$ cat src/rtl/fir_pkg.sv
// -----------------------------------------------------------------------------
// fir_pkg
// Shared constants and arithmetic helpers for the FIR output requantiser.
//   FIR_OUT_W : width of the FIR core output sample (signed)
//   SAMPLE_W  : width of the requantised output sample (signed)
//   DEF_SHIFT : default number of LSBs dropped by rounding
//   sat_round : round-half-up, arithmetic shift and clamp of one FIR sample
// -----------------------------------------------------------------------------
package fir_pkg;

  localparam int FIR_OUT_W = 34;
  localparam int SAMPLE_W  = 16;
  localparam int DEF_SHIFT = 17;

  typedef struct packed {
    logic [SAMPLE_W-1:0] data;
    logic                sat;
  } sat_res_t;

  // Rounds x by adding half an output LSB, drops 'shift' LSBs and clamps the
  // result into the signed SAMPLE_W range. 'sat' reports whether a clamp hit.
  function automatic sat_res_t sat_round(input logic [FIR_OUT_W-1:0] x,
                                         input int unsigned          shift);
    logic signed [FIR_OUT_W:0] sum;
    logic signed [FIR_OUT_W:0] q;
    logic signed [FIR_OUT_W:0] max_v;
    logic signed [FIR_OUT_W:0] min_v;
    sat_res_t                  res;
    max_v    = {{(FIR_OUT_W-SAMPLE_W+2){1'b0}}, {(SAMPLE_W-1){1'b1}}};
    min_v    = {{(FIR_OUT_W-SAMPLE_W+2){1'b1}}, {(SAMPLE_W-1){1'b0}}};
    sum      = $signed({x[FIR_OUT_W-1], x}) + $signed((FIR_OUT_W+1)'(1) << (shift - 1));
    q        = sum >>> shift;
    res.sat  = 1'b1;
    if (q > max_v) begin
      res.data = {1'b0, {(SAMPLE_W-1){1'b1}}};
    end else if (q < min_v) begin
      res.data = {1'b1, {(SAMPLE_W-1){1'b0}}};
    end else begin
      res.data = q[SAMPLE_W-1:0];
      res.sat  = 1'b0;
    end
    return res;
  endfunction

endpackage

$ cat src/rtl/fir_requant_fifo_if.sv
// -----------------------------------------------------------------------------
// fir_requant_fifo_if
// Minimal AXI-Stream bundle used on both sides of the requantiser.
//   tvalid : beat valid (master -> slave)
//   tready : beat accept (slave -> master)
//   tdata  : sample, W bits (master -> slave)
// -----------------------------------------------------------------------------
interface fir_requant_fifo_if #(
  parameter int W = 16
) ();

  logic         tvalid;
  logic         tready;
  logic [W-1:0] tdata;

  modport master (output tvalid, output tdata, input  tready);
  modport slave  (input  tvalid, input  tdata, output tready);

endinterface

$ cat src/rtl/sync_fifo_fwft.sv
// -----------------------------------------------------------------------------
// sync_fifo_fwft
// Single-clock first-word-fall-through FIFO, 2**DEPTH_LOG2 entries.
//   clk, rst_n : clock, asynchronous active-low reset
//   wr, din    : push din (ignored when full and not reading)
//   rd, dout   : pop; dout shows the head entry, or 0 when empty
//   empty/full : derived from level
//   level      : occupancy, 0..2**DEPTH_LOG2
// -----------------------------------------------------------------------------
module sync_fifo_fwft #(
  parameter int WIDTH      = 16,
  parameter int DEPTH_LOG2 = 4
) (
  input  logic                  clk,
  input  logic                  rst_n,
  input  logic                  wr,
  input  logic [WIDTH-1:0]      din,
  input  logic                  rd,
  output logic [WIDTH-1:0]      dout,
  output logic                  empty,
  output logic                  full,
  output logic [DEPTH_LOG2:0]   level
);

  localparam int                DEPTH    = 1 << DEPTH_LOG2;
  localparam logic [DEPTH_LOG2:0] FULL_LVL = (DEPTH_LOG2+1)'(DEPTH);

  logic [WIDTH-1:0]      r_mem [DEPTH];
  logic [DEPTH_LOG2-1:0] r_wr_ptr;
  logic [DEPTH_LOG2-1:0] r_rd_ptr;
  logic [DEPTH_LOG2:0]   r_level;
  logic                  w_wr;
  logic                  w_rd;

  assign empty = (r_level == '0);
  assign full  = (r_level == FULL_LVL);
  assign level = r_level;

  // A read frees a slot in the same cycle, so a write into a full FIFO is
  // legal only alongside a read.
  assign w_rd = rd && !empty;
  assign w_wr = wr && (!full || w_rd);

  // Empty FIFO presents zero so nothing stale leaks after a reset.
  assign dout = empty ? '0 : r_mem[r_rd_ptr];

  // NOTE: storage has no reset; occupancy and pointers alone define validity.
  always_ff @(posedge clk) begin
    if (w_wr) r_mem[r_wr_ptr] <= din;
  end

  // Pointers wrap naturally through their DEPTH_LOG2-bit width.
  always_ff @(posedge clk or negedge rst_n) begin
    if (!rst_n) begin
      r_wr_ptr <= '0;
      r_rd_ptr <= '0;
      r_level  <= '0;
    end else begin
      if (w_wr) r_wr_ptr <= r_wr_ptr + 1'b1;
      if (w_rd) r_rd_ptr <= r_rd_ptr + 1'b1;
      case ({w_wr, w_rd})
        2'b10:   r_level <= r_level + 1'b1;
        2'b01:   r_level <= r_level - 1'b1;
        default: r_level <= r_level;
      endcase
    end
  end

endmodule

$ cat src/rtl/fir_requant_fifo.sv
// -----------------------------------------------------------------------------
// fir_requant_fifo
// Rounds/saturates each FIR output sample to OUT_W bits and buffers it in a
// FWFT FIFO feeding a back-pressurable AXI-Stream master. The FIR side has no
// back-pressure, so a sample arriving at a full FIFO is dropped and flagged.
//   aclk, aresetn : clock, asynchronous active-low reset
//   s_axis_data   : FIR input stream (tready tied high, every beat consumed)
//   m_axis_data   : requantised output stream
//   fill_level    : FIFO occupancy, 0..2**DEPTH_LOG2
//   sat_flag      : sticky, a written sample was clamped
//   ovf_flag      : sticky, a sample was dropped on a full FIFO
//   flag_clr      : synchronous clear of both flags, wins over a set
// -----------------------------------------------------------------------------
module fir_requant_fifo
  import fir_pkg::*;
#(
  parameter int IN_W       = FIR_OUT_W,
  parameter int OUT_W      = SAMPLE_W,
  parameter int SHIFT      = DEF_SHIFT,
  parameter int DEPTH_LOG2 = 4
) (
  input  logic                   aclk,
  input  logic                   aresetn,
  fir_requant_fifo_if.slave      s_axis_data,
  fir_requant_fifo_if.master     m_axis_data,
  output logic [DEPTH_LOG2:0]    fill_level,
  output logic                   sat_flag,
  output logic                   ovf_flag,
  input  logic                   flag_clr
);

  localparam logic        [IN_W:0] ROUND = (IN_W+1)'(1) << (SHIFT - 1);
  localparam logic signed [IN_W:0] MAX_V = {{(IN_W-OUT_W+2){1'b0}}, {(OUT_W-1){1'b1}}};
  localparam logic signed [IN_W:0] MIN_V = {{(IN_W-OUT_W+2){1'b1}}, {(OUT_W-1){1'b0}}};

  logic [IN_W-1:0]        w_in_data;
  logic [IN_W:0]          r_sum;
  logic                   r_v1;
  logic signed [IN_W:0]   w_q;
  logic                   w_hi;
  logic                   w_lo;
  logic [OUT_W-1:0]       w_din;
  logic [OUT_W-1:0]       w_dout;
  logic                   w_empty;
  logic                   w_full;
  logic                   w_rd;
  logic                   w_wr;
  logic                   r_sat_flag;
  logic                   r_ovf_flag;

  assign s_axis_data.tready = 1'b1;
  assign w_in_data          = s_axis_data.tdata;

  // Stage 1: sign-extend by one bit so adding half an LSB cannot overflow.
  // NOTE: sequential state uses non-blocking assignments so every register
  // samples pre-edge values regardless of statement order.
  always_ff @(posedge aclk or negedge aresetn) begin
    if (!aresetn) begin
      r_v1  <= 1'b0;
      r_sum <= '0;
    end else begin
      r_v1 <= s_axis_data.tvalid;
      if (s_axis_data.tvalid) r_sum <= {w_in_data[IN_W-1], w_in_data} + ROUND;
    end
  end

  // Stage 2: arithmetic shift then clamp into the signed OUT_W range.
  assign w_q  = $signed(r_sum) >>> SHIFT;
  assign w_hi = (w_q > MAX_V);
  assign w_lo = (w_q < MIN_V);

  // NOTE: the default assignment first keeps this block free of latches.
  always_comb begin
    w_din = w_q[OUT_W-1:0];
    if (w_hi)      w_din = {1'b0, {(OUT_W-1){1'b1}}};
    else if (w_lo) w_din = {1'b1, {(OUT_W-1){1'b0}}};
  end

  assign w_rd = !w_empty && m_axis_data.tready;
  assign w_wr = r_v1 && (!w_full || w_rd);

  sync_fifo_fwft #(
    .WIDTH      (OUT_W),
    .DEPTH_LOG2 (DEPTH_LOG2)
  ) u_fifo (
    .clk   (aclk),
    .rst_n (aresetn),
    .wr    (w_wr),
    .din   (w_din),
    .rd    (w_rd),
    .dout  (w_dout),
    .empty (w_empty),
    .full  (w_full),
    .level (fill_level)
  );

  assign m_axis_data.tvalid = !w_empty;
  assign m_axis_data.tdata  = w_dout;

  // Sticky flags; a clear in the same cycle as a set wins.
  always_ff @(posedge aclk or negedge aresetn) begin
    if (!aresetn) begin
      r_sat_flag <= 1'b0;
      r_ovf_flag <= 1'b0;
    end else if (flag_clr) begin
      r_sat_flag <= 1'b0;
      r_ovf_flag <= 1'b0;
    end else begin
      if (w_wr && (w_hi || w_lo)) r_sat_flag <= 1'b1;
      if (r_v1 && !w_wr)          r_ovf_flag <= 1'b1;
    end
  end

  assign sat_flag = r_sat_flag;
  assign ovf_flag = r_ovf_flag;

endmodule

$ cat src/flat_wrapper.sv
// flat-port wrapper written by rule: the top's interface ports become plain ports
module fir_requant_fifo_flat import fir_pkg::*;
#(
  parameter int IN_W       = FIR_OUT_W,
  parameter int OUT_W      = SAMPLE_W,
  parameter int SHIFT      = DEF_SHIFT,
  parameter int DEPTH_LOG2 = 4
)
  (aclk, aresetn, fill_level, sat_flag, ovf_flag, flag_clr, s_axis_data_tvalid, s_axis_data_tdata, s_axis_data_tready, m_axis_data_tvalid, m_axis_data_tdata, m_axis_data_tready);
  fir_requant_fifo_if #(.W(IN_W)) s_axis_data_i ();
  fir_requant_fifo_if #(.W(OUT_W)) m_axis_data_i ();
  input  logic aclk;
  input  logic aresetn;
  output logic [DEPTH_LOG2:0] fill_level;
  output logic sat_flag;
  output logic ovf_flag;
  input  logic flag_clr;
  input wire logic [$bits(s_axis_data_i.tvalid)-1:0] s_axis_data_tvalid;
  input wire logic [$bits(s_axis_data_i.tdata)-1:0] s_axis_data_tdata;
  output wire logic [$bits(s_axis_data_i.tready)-1:0] s_axis_data_tready;
  output wire logic [$bits(m_axis_data_i.tvalid)-1:0] m_axis_data_tvalid;
  output wire logic [$bits(m_axis_data_i.tdata)-1:0] m_axis_data_tdata;
  input wire logic [$bits(m_axis_data_i.tready)-1:0] m_axis_data_tready;
  assign s_axis_data_i.tvalid = s_axis_data_tvalid;
  assign s_axis_data_i.tdata = s_axis_data_tdata;
  assign s_axis_data_tready = s_axis_data_i.tready;
  assign m_axis_data_tvalid = m_axis_data_i.tvalid;
  assign m_axis_data_tdata = m_axis_data_i.tdata;
  assign m_axis_data_i.tready = m_axis_data_tready;
  fir_requant_fifo #(.IN_W(IN_W), .OUT_W(OUT_W), .SHIFT(SHIFT), .DEPTH_LOG2(DEPTH_LOG2)) u_core (.aclk(aclk), .aresetn(aresetn), .s_axis_data(s_axis_data_i), .m_axis_data(m_axis_data_i), .fill_level(fill_level), .sat_flag(sat_flag), .ovf_flag(ovf_flag), .flag_clr(flag_clr));
endmodule
$ cat config.mk
export PLATFORM = sky130hd
export DESIGN_NAME = fir_requant_fifo_flat
export DESIGN_NICKNAME = d
export VERILOG_FILES = /design/src/rtl/fir_pkg.sv /design/src/rtl/fir_requant_fifo_if.sv /design/src/rtl/sync_fifo_fwft.sv /design/src/rtl/fir_requant_fifo.sv /design/src/flat_wrapper.sv
export SDC_FILE = /design/constraint.sdc
export NUM_CORES = 1
export LEC_CHECK = 0
export ABC_CLOCK_PERIOD_IN_PS = 6320
export CAP_MARGIN = 20
export CELL_PAD_IN_SITES_DETAIL_PLACEMENT = 0
export CELL_PAD_IN_SITES_GLOBAL_PLACEMENT = 1
export CORE_UTILIZATION = 53
export CTS_CLUSTER_DIAMETER = 200
export DETAILED_ROUTE_END_ITERATION = 7
export HOLD_SLACK_MARGIN = 0.15
export PLACE_DENSITY_LB_ADDON = 0.1
export SKIP_LAST_GASP = 1
export SYNTH_ARGS = -nofsm -noshare
export SYNTH_HDL_FRONTEND = slang
export SYNTH_SLANG_ARGS = --single-unit
$ cat constraint.sdc
create_clock -name aclk -period 6.32 [get_ports aclk]
set_input_delay 1.264 -clock aclk [delete_from_list [all_inputs] [get_ports aclk]]
set_output_delay 1.264 -clock aclk [all_outputs]
set_load 0.005 [all_outputs]
==> impl_metrics.toml, run 1 <==
[status]
status = "finished, final reports clean"

[layout]
drive_above_1_share_pct = 20.59
fin_util_pct = 62.88
nNetsFinal = 842
fin_area_um2 = 13890
multiInputGateArea_um2 = 3201
antenna_cells = 0
fill_cells = 1541
syn2layout_area_growth_pct = 14.95
seq_area_um2 = 8543

[synth]
ys.flop_type = "edfxtp_1"
synth_area_per_cell_um2 = 16.58
synth_edf_count = 256
synthArstFlopShare_pct = 11.72
post_synth_num_cell_types = 46
syn-cell-area_um2 = 12090
seq_area_frac_synth_pct = 70.64
ys_ff_latch = 290
synth_nets = 777
postSynthCellCount = 729
yosysWarnings = 0

[global_route]
grt_max_degree = 52
grt_usage_pct = 21.84
grt_pass1_wl_um = 37780
grt_antenna_before_repair = 0
grt_pass1_vias = 6585
gr-total-overflow = 0

[route]
wire_per_inst_um = 22.32
viasPerCell = 5.788
drt_iter0_drc = 415
drt_first_pass_iters = 4
wl_um = 24460
via_count = 6344
postRouteAntennaNets = 0
drcViolationCount = 0

[setup_path]
cp.required_ps = 5060
reg2reg_slack_ps = 3040
critPathLaunchType = "flop"
crit_type = "flop to output pin"
crit_fanout = 44
crit_arrival_ps = 3610
end_kind = "output pin"

[sta]
period_share_pct = 77.16
rsz0062_at_grt = "false"
setup_viol = 0
worst_hold_slack_ps = 509.1
setup-tns-final_ps = 0
period_minus_slack_ps = 4876
skew_ps = 7.780
max_freq_ghz = 0.2051
worst_pin_slew_ps = 1145
slew_viol_final = 0
hold_viol = 0
relSlewSlack_pct = 23.69

[place]
place_area_um2 = 12870
routabilityCongestion = 0.7783
hpwl_um = 14040
portBuffers = 46

[power]
sw_frac_of_total_pct = 29.20
p_seq_share_pct = 42.5
leakage_uw = 0.004729
switching_power_uw = 1765
power_report.internal_total_uw = 4278
max-vdd-ir-drop_v = 0.0002320
p_clk_share_pct = 27.6
powerDensity_nw_per_um2 = 434.9
combPwrFrac_pct = 29.9

[cts]
root_buffer = "clkbuf_16"
cts_tree = "yes"
clk_pin_slew_ps = 60
worst_skew_pair.late_latency_ps = 550
htree_levels = 1
cts_buffers = 29
ctsResizeCount = 0
cts_hold_buf = 0
cts_sinks = 290
post_cts_buffers = 0
clockBufferDepth = 3

[floorplan]
initial_core_util_pct = 54.71
pin_count = 64
die_y_um = 153.0
die_w_um = 153.0
rows = 54
dieArea_um2 = 23410
core_um2 = 22090

[flow_run]
maxCapViolations = 0

[hold_path]
hp-class = "flop to flop"
cells in the final DEF, fill, tap and decap left out, types with 2 or more instances in the layout:
cell type / instances
nand3_1: 11
inv_1: 45
xor2_1: 7
clkinv_1: 4
buf_4: 29
or4_1: 4
nor4_1: 3
nand4b_1: 2
or3_1: 3
clkinv_2: 7
nand2_1: 42
clkdlybuf4s50_1: 45
mux2_2: 19
bufinv_16: 3
mux4_2: 64
a21oi_1: 30
o221ai_1: 16
o31ai_1: 2
nor3_1: 5
nor4_2: 4
clkbuf_16: 29
nand3b_1: 3
nand2b_1: 2
and3_1: 3
xnor2_1: 15
clkbuf_8: 2
and2_1: 4
ha_1: 9
nand4_1: 2
nor2_1: 73
o21ai_0: 7
edfxtp_1: 256
clkinvlp_4: 2
clkbuf_1: 6
dfrtp_1: 32
a31oi_1: 8
sequential cells by signal, summed over array words and instances, names as in the netlist:
name                    cells
u_core.r_sum               18
u_core.ovf_flag             1
u_core.sat_flag             1
u_core.u_fifo.level         5
u_core.u_fifo.r_mem       256
u_core.u_fifo.r_wr_ptr      4
u_core.r_v1                 1
u_core.u_fifo.r_rd_ptr      4
through the flow:
step | setup WS (ps) | std cells | total power (uW)
6_report | 1444 | 1096 | 6043
4_1_cts | 1358 | 1085 | 6099
2_1_floorplan | 2649 | 729 | 3731
3_5_place_dp | 1943 | 1032 | 4426
5_1_grt | 1232 | 1096 | 6339
3_3_place_gp | 1937 | 1032 | 4380
critical path, cell delays in order (launching register included):
cell and delay (ps):
dfrtp_4 940, buf_4 510, mux4_2 580, mux2_2 270, nand2_1 70, o221ai_1 140
clkdlybuf4s50_1 510
Yosys cell counts (2+ instances only):
cell type	n	area [um2]
ha_1	9	112.6
nor4_1	7	43.79
a21oi_1	30	150.1
xor2_1	7	61.31
nand2_1	42	157.7
inv_1	45	168.9
o221ai_1	16	140.1
nand2b_1	2	12.51
buf_4	3	22.52
nand3_1	11	55.05
or3_1	3	18.77
buf_2	16	80.08
nor3_1	5	25.02
nand3b_1	3	22.52
buf_1	4	15.01
a31oi_1	8	50.05
nor2_1	73	274.0
o21ai_0	7	35.03
mux2_2	19	214.0
clkbuf_1	17	63.81
o31ai_1	2	15.01
dfrtp_1	34	850.8
xnor2_1	15	131.4
edfxtp_1	256	7687
nand4b_1	2	17.52
nand4_1	2	12.51
and2_1	4	25.02
or4_1	4	30.03
and3_1	3	18.77
mux4_2	64	1441
power groups by stage:
stage	registers [uW]	clock network (uW)	logic [uW]
6_report	2570	1670	1800
5_1_grt	2600	1780	1970
4_1_cts	2570	1700	1830
3_5_place_dp	2610	0	1810
3_3_place_gp	2590	0	1790
2_1_floorplan	2480	0	1260
final cells by class:
| type | count | area share [%] |
|---|---|---|
| clock buffer | 36 | 5.485 |
| inverter | 46 | 1.261 |
| multi-input combinational | 351 | 23.04 |
| clock inverter | 17 | 1.261 |
| tap | 280 | 2.522 |
| timing repair buffer | 76 | 4.944 |
| sequential | 290 | 61.49 |
path summary, 6_finish.rpt:
kind,start,to,depth (start not counted)
max in group asynchronous,aresetn,u_core.u_fifo.r_rd_ptr[1],1
setup / recovery,u_core.u_fifo.r_rd_ptr[1],m_axis_data_tdata[5],6
setup reg to reg,u_core.u_fifo.level[1],u_core.u_fifo.level[4],10
hold reg to reg,u_core.sat_flag,u_core.sat_flag,2
min in group asynchronous,aresetn,u_core.r_sum[25],1
hold / removal,u_core.sat_flag,u_core.sat_flag,2
routing by layer:
layer	vias up	share of wire [%]	global-route usage, %
met3	41	5.5	3.062
met1	3199	43	29.35
met2	181	50	37.66
met4	0	2.3	5.964
li1	2923	-	-
met5	-	0	0
cell families (layout without fill, tap and decap cells):
group           after synthesis  in the layout  synth area share, %
buf+inv                      88            175                3.085
other cells                   1              1              0.03103
xor+xnor                     22             22                1.594
flops                       290            290                70.64
compound gates               67             67                3.499
simple gates                169            169                6.522
mux                          83             83                13.70
fa+ha+maj                     9              9               0.9317
Power figures use the tool's default switching activity.
==> run 2, diff against run 1 <==
Settings changed: ABC_CLOCK_PERIOD_IN_PS 6320 to 5100, CORE_UTILIZATION 53 to 51.
Clock period 6.32 ns to 5.1 ns, I/O delays scaled along.
==> run 2 against run 1 <==
Against the previous run: core utilization is 2.0 points lower; sequential cell count stayed put; sequential power is 24% higher; critical path type unchanged; die area is 3.9% higher; highest routed layer unchanged; wire length is 2.4% higher; largest cell class unchanged; sequential share of layout area is 0.22 points lower; register-to-register slack worse by 1400 ps; power is 24% higher; first-iteration DRC count is 2.7% lower; clock-buffer cell count is 2 higher; clock skew is 5.2 ps higher.
==> impl_metrics.toml, run 2 (synthesis gave the netlist of run 1 again) <==
[sta]
period_minus_slack_ps = 4607
skew_ps = 13.01
rsz0062_at_grt = "false"
slew_viol_final = 0
setup_slack_ps = 493.2
setup_viol = 0
worst_pin_slew_ps = 1065
max_freq_ghz = 0.2171
setup-tns-final_ps = 0
relSlewSlack_pct = 29.02
hold_viol = 0
period_share_pct = 90.33

[layout]
antenna_cells = 0
final_common_cell = "edfxtp_1"
syn2layout_area_growth_pct = 15.35
final_cell_mix = "256 x edfxtp_1, 73 x nor2_1, 64 x mux4_2, 45 x inv_1, 45 x clkdlybuf4s50_1"
largest_reg_flops = 256
nNetsFinal = 849
fill_cells = 1715
multiInputGateArea_um2 = 3201
seq_area_um2 = 8543
regMostFlops = "u_core.u_fifo.r_mem"
drive_above_1_share_pct = 21.10

[global_route]
grt_pass1_vias = 6672
grt_max_degree = 43
grt_antenna_before_repair = 0
busiest_layer = "met2"
use_met1_pct = 30.08
grt_usage_pct = 21.60
grt_use_met3_pct = 2.194
grt_pass1_wl_um = 38250
gr-total-overflow = 0
grt_util_met2_pct = 36.22

[cts]
ctsResizeCount = 0
cts_buffers = 29
clockBufferDepth = 3
htree_levels = 1
worst_skew_pair.late_latency_ps = 530
cts_hold_buf = 0
clk_pin_slew_ps = 60
cts_sinks = 290
cts_tree = "yes"
post_cts_buffers = 0
root_buffer = "clkbuf_16"

[place]
post-place-ws_ps = 940.8
portBuffers = 46
hpwl_um = 15010
routabilityCongestion = 0.7584

[floorplan]
pin_count = 64
die_w_um = 155.9
rows = 55
core_um2 = 22920
die_y_um = 155.9
initial_core_util_pct = 52.74
dieArea_um2 = 24320

[route]
wl_um = 25040
wire_per_inst_um = 22.10
via_count = 6520
postRouteAntennaNets = 0
drt_first_pass_iters = 4
viasPerCell = 5.755
drt_iter0_drc = 404
drcViolationCount = 0

[setup_path]
critPathLaunchType = "flop"
end_kind = "output pin"
crit_fanout = 18
crit_arrival_ps = 3590
cp.required_ps = 4080
crit_type = "flop to output pin"

[power]
powerDensity_nw_per_um2 = 536.0
max-vdd-ir-drop_v = 0.0003795
leakage_uw = 0.004747

[flow_run]
maxCapViolations = 0

[status]
status = "finished, final reports clean"

[hold_path]
hp-class = "flop to flop"
run 2: cell types whose count changed in the layout (fill, tap and decap cells not counted), sizes merged:
| cell | before | now |
|---|---|---|
| buf | 30 | 38 |
| clkinv | 11 | 9 |
| bufinv | 3 | 2 |
| clkbuf | 37 | 38 |
| clkinvlp | 2 | 1 |
| inv | 47 | 46 |
run 2: routing by layer:
layer  routed length (um)  share of wire [%]  up-vias
li1                     -                  -     2941
met1                11150                 45     3368
met2                12280                 49      161
met3                  909                3.6       50
met4                  696                2.8        0
met5                    0                  0        -
run 2: worst paths after layout:
path | end | from | slack, ps | cells past startpoint
hold reg to reg | u_core.sat_flag | u_core.sat_flag | 530 | 2
hold / removal | u_core.sat_flag | u_core.sat_flag | 530 | 2
min in group asynchronous | u_core.r_sum[32] | aresetn | 590 | 1
setup reg to reg | u_core.u_fifo.level[4] | u_core.u_fifo.level[1] | 1690 | 10
setup / recovery | m_axis_data_tdata[10] | u_core.u_fifo.r_rd_ptr[3] | 490 | 3
max in group asynchronous | u_core.u_fifo.r_rd_ptr[1] | aresetn | 3880 | 1
run 2: worst max-delay path: stages, from the launching register on:
cell             delay [ps]
dfrtp_1                 890
nand3_1                 900
o221ai_1                660
clkdlybuf4s50_1         600
run 2: per-stage QoR:
step                      instances  cell area (um2)  util (%)  hold slack, ps  total power (uW)
after detailed placement       1074            12980     56.63           501.2              5536
after CTS                      1124            13870     60.55           524.9              7546
final                          1133            13940     60.84           527.0              7473
after floorplan                 729            12090         -           486.0              4623
after global placement         1074            12980     56.63           489.6              5482
after global routing           1133            13940     60.84           571.2              7839
run 2: cell type report:
cell class	instances	share of cell area, %
tap	313	2.809
multi-input combinational	351	22.96
clock buffer	38	5.663
sequential	290	61.28
clock inverter	12	0.7808
inverter	46	1.256
timing repair buffer	83	5.259
run 2: power by group:
part / switching (uW) / internal [uW] / leakage (uW) / total [uW]
Sequential: 234 / 2950 / 0.00269 / 3180
Clock: 831 / 1180 / 0.000443 / 2010
Combinational: 1120 / 1160 / 0.00161 / 2280
Total: 2190 / 5290 / 0.00475 / 7470
==> run 3, diff against run 2 <==
Settings changed: ABC_CLOCK_PERIOD_IN_PS 5100 to 4040, CORE_UTILIZATION 51 to 46.
Clock period 5.1 ns to 4.04 ns, I/O delays scaled along.
==> run 3 against run 2 <==
Against the previous run: core utilization is 5.7 points lower; non-clock buffer count is 5 higher; clock skew hardly changed; sequential share of layout area is 0.49 points lower; combinational power is 30% higher; via count is 1.5% lower.
==> impl_metrics.toml, run 3 (synthesis gave the netlist of run 1 again) <==
[status]
status = "finished, final reports clean"

[cts]
cts_hold_buf = 0
cts_tree = "yes"
htree_levels = 1
clk_pin_slew_ps = 60
root_buffer = "clkbuf_16"
cts_buffers = 29
clockBufferDepth = 3
worst_skew_pair.late_latency_ps = 540
cts_sinks = 290

[setup_path]
critPathLaunchType = "flop"
max_stage_delay_ps = 600
worstRegToRegCells = 10
crit_arrival_ps = 3020
crit_type = "flop to output pin"
end_kind = "output pin"
crit_chain = "buf_12 -> mux4_2 -> mux2_2 -> nand2_1 -> o221ai_1 -> clkdlybuf4s50_1"
cp.required_ps = 3230
worst_path_max_delay_cell = "dfrtp_4"
crit_fanout = 40

[floorplan]
die_w_um = 164.1
initial_core_util_pct = 47.45
die_y_um = 164.1
pin_count = 64
rows = 58
dieArea_um2 = 26930
core_um2 = 25470

[sta]
period_minus_slack_ps = 3829
setup-tns-final_ps = 0
rsz0062_at_grt = "false"
skew_ps = 12.86
relSlewSlack_pct = 40.12
slew_viol_final = 0
worst_pin_slew_ps = 898.3
hold_viol = 0
setup_viol = 0
max_freq_ghz = 0.2611
period_share_pct = 94.79

[global_route]
grt_antenna_before_repair = 0
grt_pass1_vias = 6571
grt_pass1_wl_um = 38260
grt_usage_pct = 19.44
gr-total-overflow = 0
grt_max_degree = 41

[route]
viasPerCell = 5.546
drt_iter0_drc = 337
drcViolationCount = 0
wl_um = 24970
wire_per_inst_um = 21.56
postRouteAntennaNets = 0
via_count = 6422
drt_first_pass_iters = 5

[layout]
drive_above_1_share_pct = 21.62
nNetsFinal = 854
largest_reg_flops = 256
fill_cells = 1986
final_common_cell = "edfxtp_1"
syn2layout_area_growth_pct = 16.27
fin_area_um2 = 14050
regMostFlops = "u_core.u_fifo.r_mem"
final_cell_mix = "256 x edfxtp_1, 73 x nor2_1, 64 x mux4_2, 45 x inv_1, 45 x clkdlybuf4s50_1"
antenna_cells = 0
fin_util_pct = 55.17

[place]
routabilityCongestion = 0.8194
place_area_um2 = 13080
hpwl_um = 14920
portBuffers = 46

[power]
leakage_uw = 0.004787
powerDensity_nw_per_um2 = 671.9
max-vdd-ir-drop_v = 0.0003425

[hold_path]
hp-class = "input pin to async pin"

[flow_run]
maxCapViolations = 0
## run 3: cell types whose count changed in the layout (fill, tap and decap cells not counted), sizes merged
cell	change
inv	+1
bufinv	-1
clkbuf	+3
clkinvlp	-1
clkinv	+2
buf	+4
## run 3: critical path, delay by kind of cell, from the launching register on
| kind | cells | cell delay, ps |
|---|---|---|
| AND/OR/NAND/NOR | 1 | 90 |
| flip-flops | 1 | 600 |
| multiplexers | 2 | 830 |
| buffers and inverters | 2 | 810 |
| AO/OA/AOI/OAI | 1 | 110 |
## run 3: stage by stage
step / worst slack, ps / cells / total power (uW) / hold slack (ps)
floorplan: 825.1 / 729 / 5837 / 486.0
global placement: 407.8 / 1093 / 7010 / 498.0
detailed placement: 365.6 / 1095 / 7074 / 493.6
CTS: 135.0 / 1148 / 9555 / 367.5
global route: 42.98 / 1158 / 9949 / 407.8
finish: 210.6 / 1158 / 9442 / 349.3
## run 3: final timing paths
check,from,endpoint,slack (ps)
setup / recovery,u_core.u_fifo.r_rd_ptr[1],m_axis_data_tdata[6],210
hold / removal,aresetn,u_core.r_sum[25],350
setup reg to reg,u_core.u_fifo.level[1],u_core.u_fifo.level[4],950
hold reg to reg,u_core.ovf_flag,u_core.ovf_flag,500
max in group asynchronous,aresetn,u_core.u_fifo.r_rd_ptr[1],3080
min in group aclk,u_core.ovf_flag,u_core.ovf_flag,500
## run 3: layer usage
| metal | up-vias | wire (um) | global-route usage (%) |
|---|---|---|---|
| met5 | - | 0 | 0 |
| met4 | 0 | 518 | 5.471 |
| met2 | 146 | 12510 | 33.20 |
| li1 | 2952 | - | - |
| met1 | 3285 | 10900 | 26.24 |
| met3 | 39 | 1036 | 2.475 |
## run 3: where the power goes
part	internal [uW]	switching [uW]	leakage, uW	total (uW)
clock network	1420	1050	0.000435	2480
logic	1530	1430	0.00166	2960
registers	3720	287	0.00269	4010
## run 3: what timing repair did
item / in CTS / in global routing
endpoints found under the hold margin: 0 / 0
buffers inserted: 0 / 0
gates resized for setup: 1 / 1
endpoints found under the setup margin: 11 / 1
## run 3: area by class of cell
class	instances	area, um2	share of cell area [%]
multi-input cells	351	3212	22.85
flip-flops and latches	290	8543	60.79
inverters	46	175.2	1.246
repair buffers	88	827.0	5.885
well taps	330	412.9	2.938
clock buffers	40	787.0	5.600
clock inverters	13	96.34	0.6855
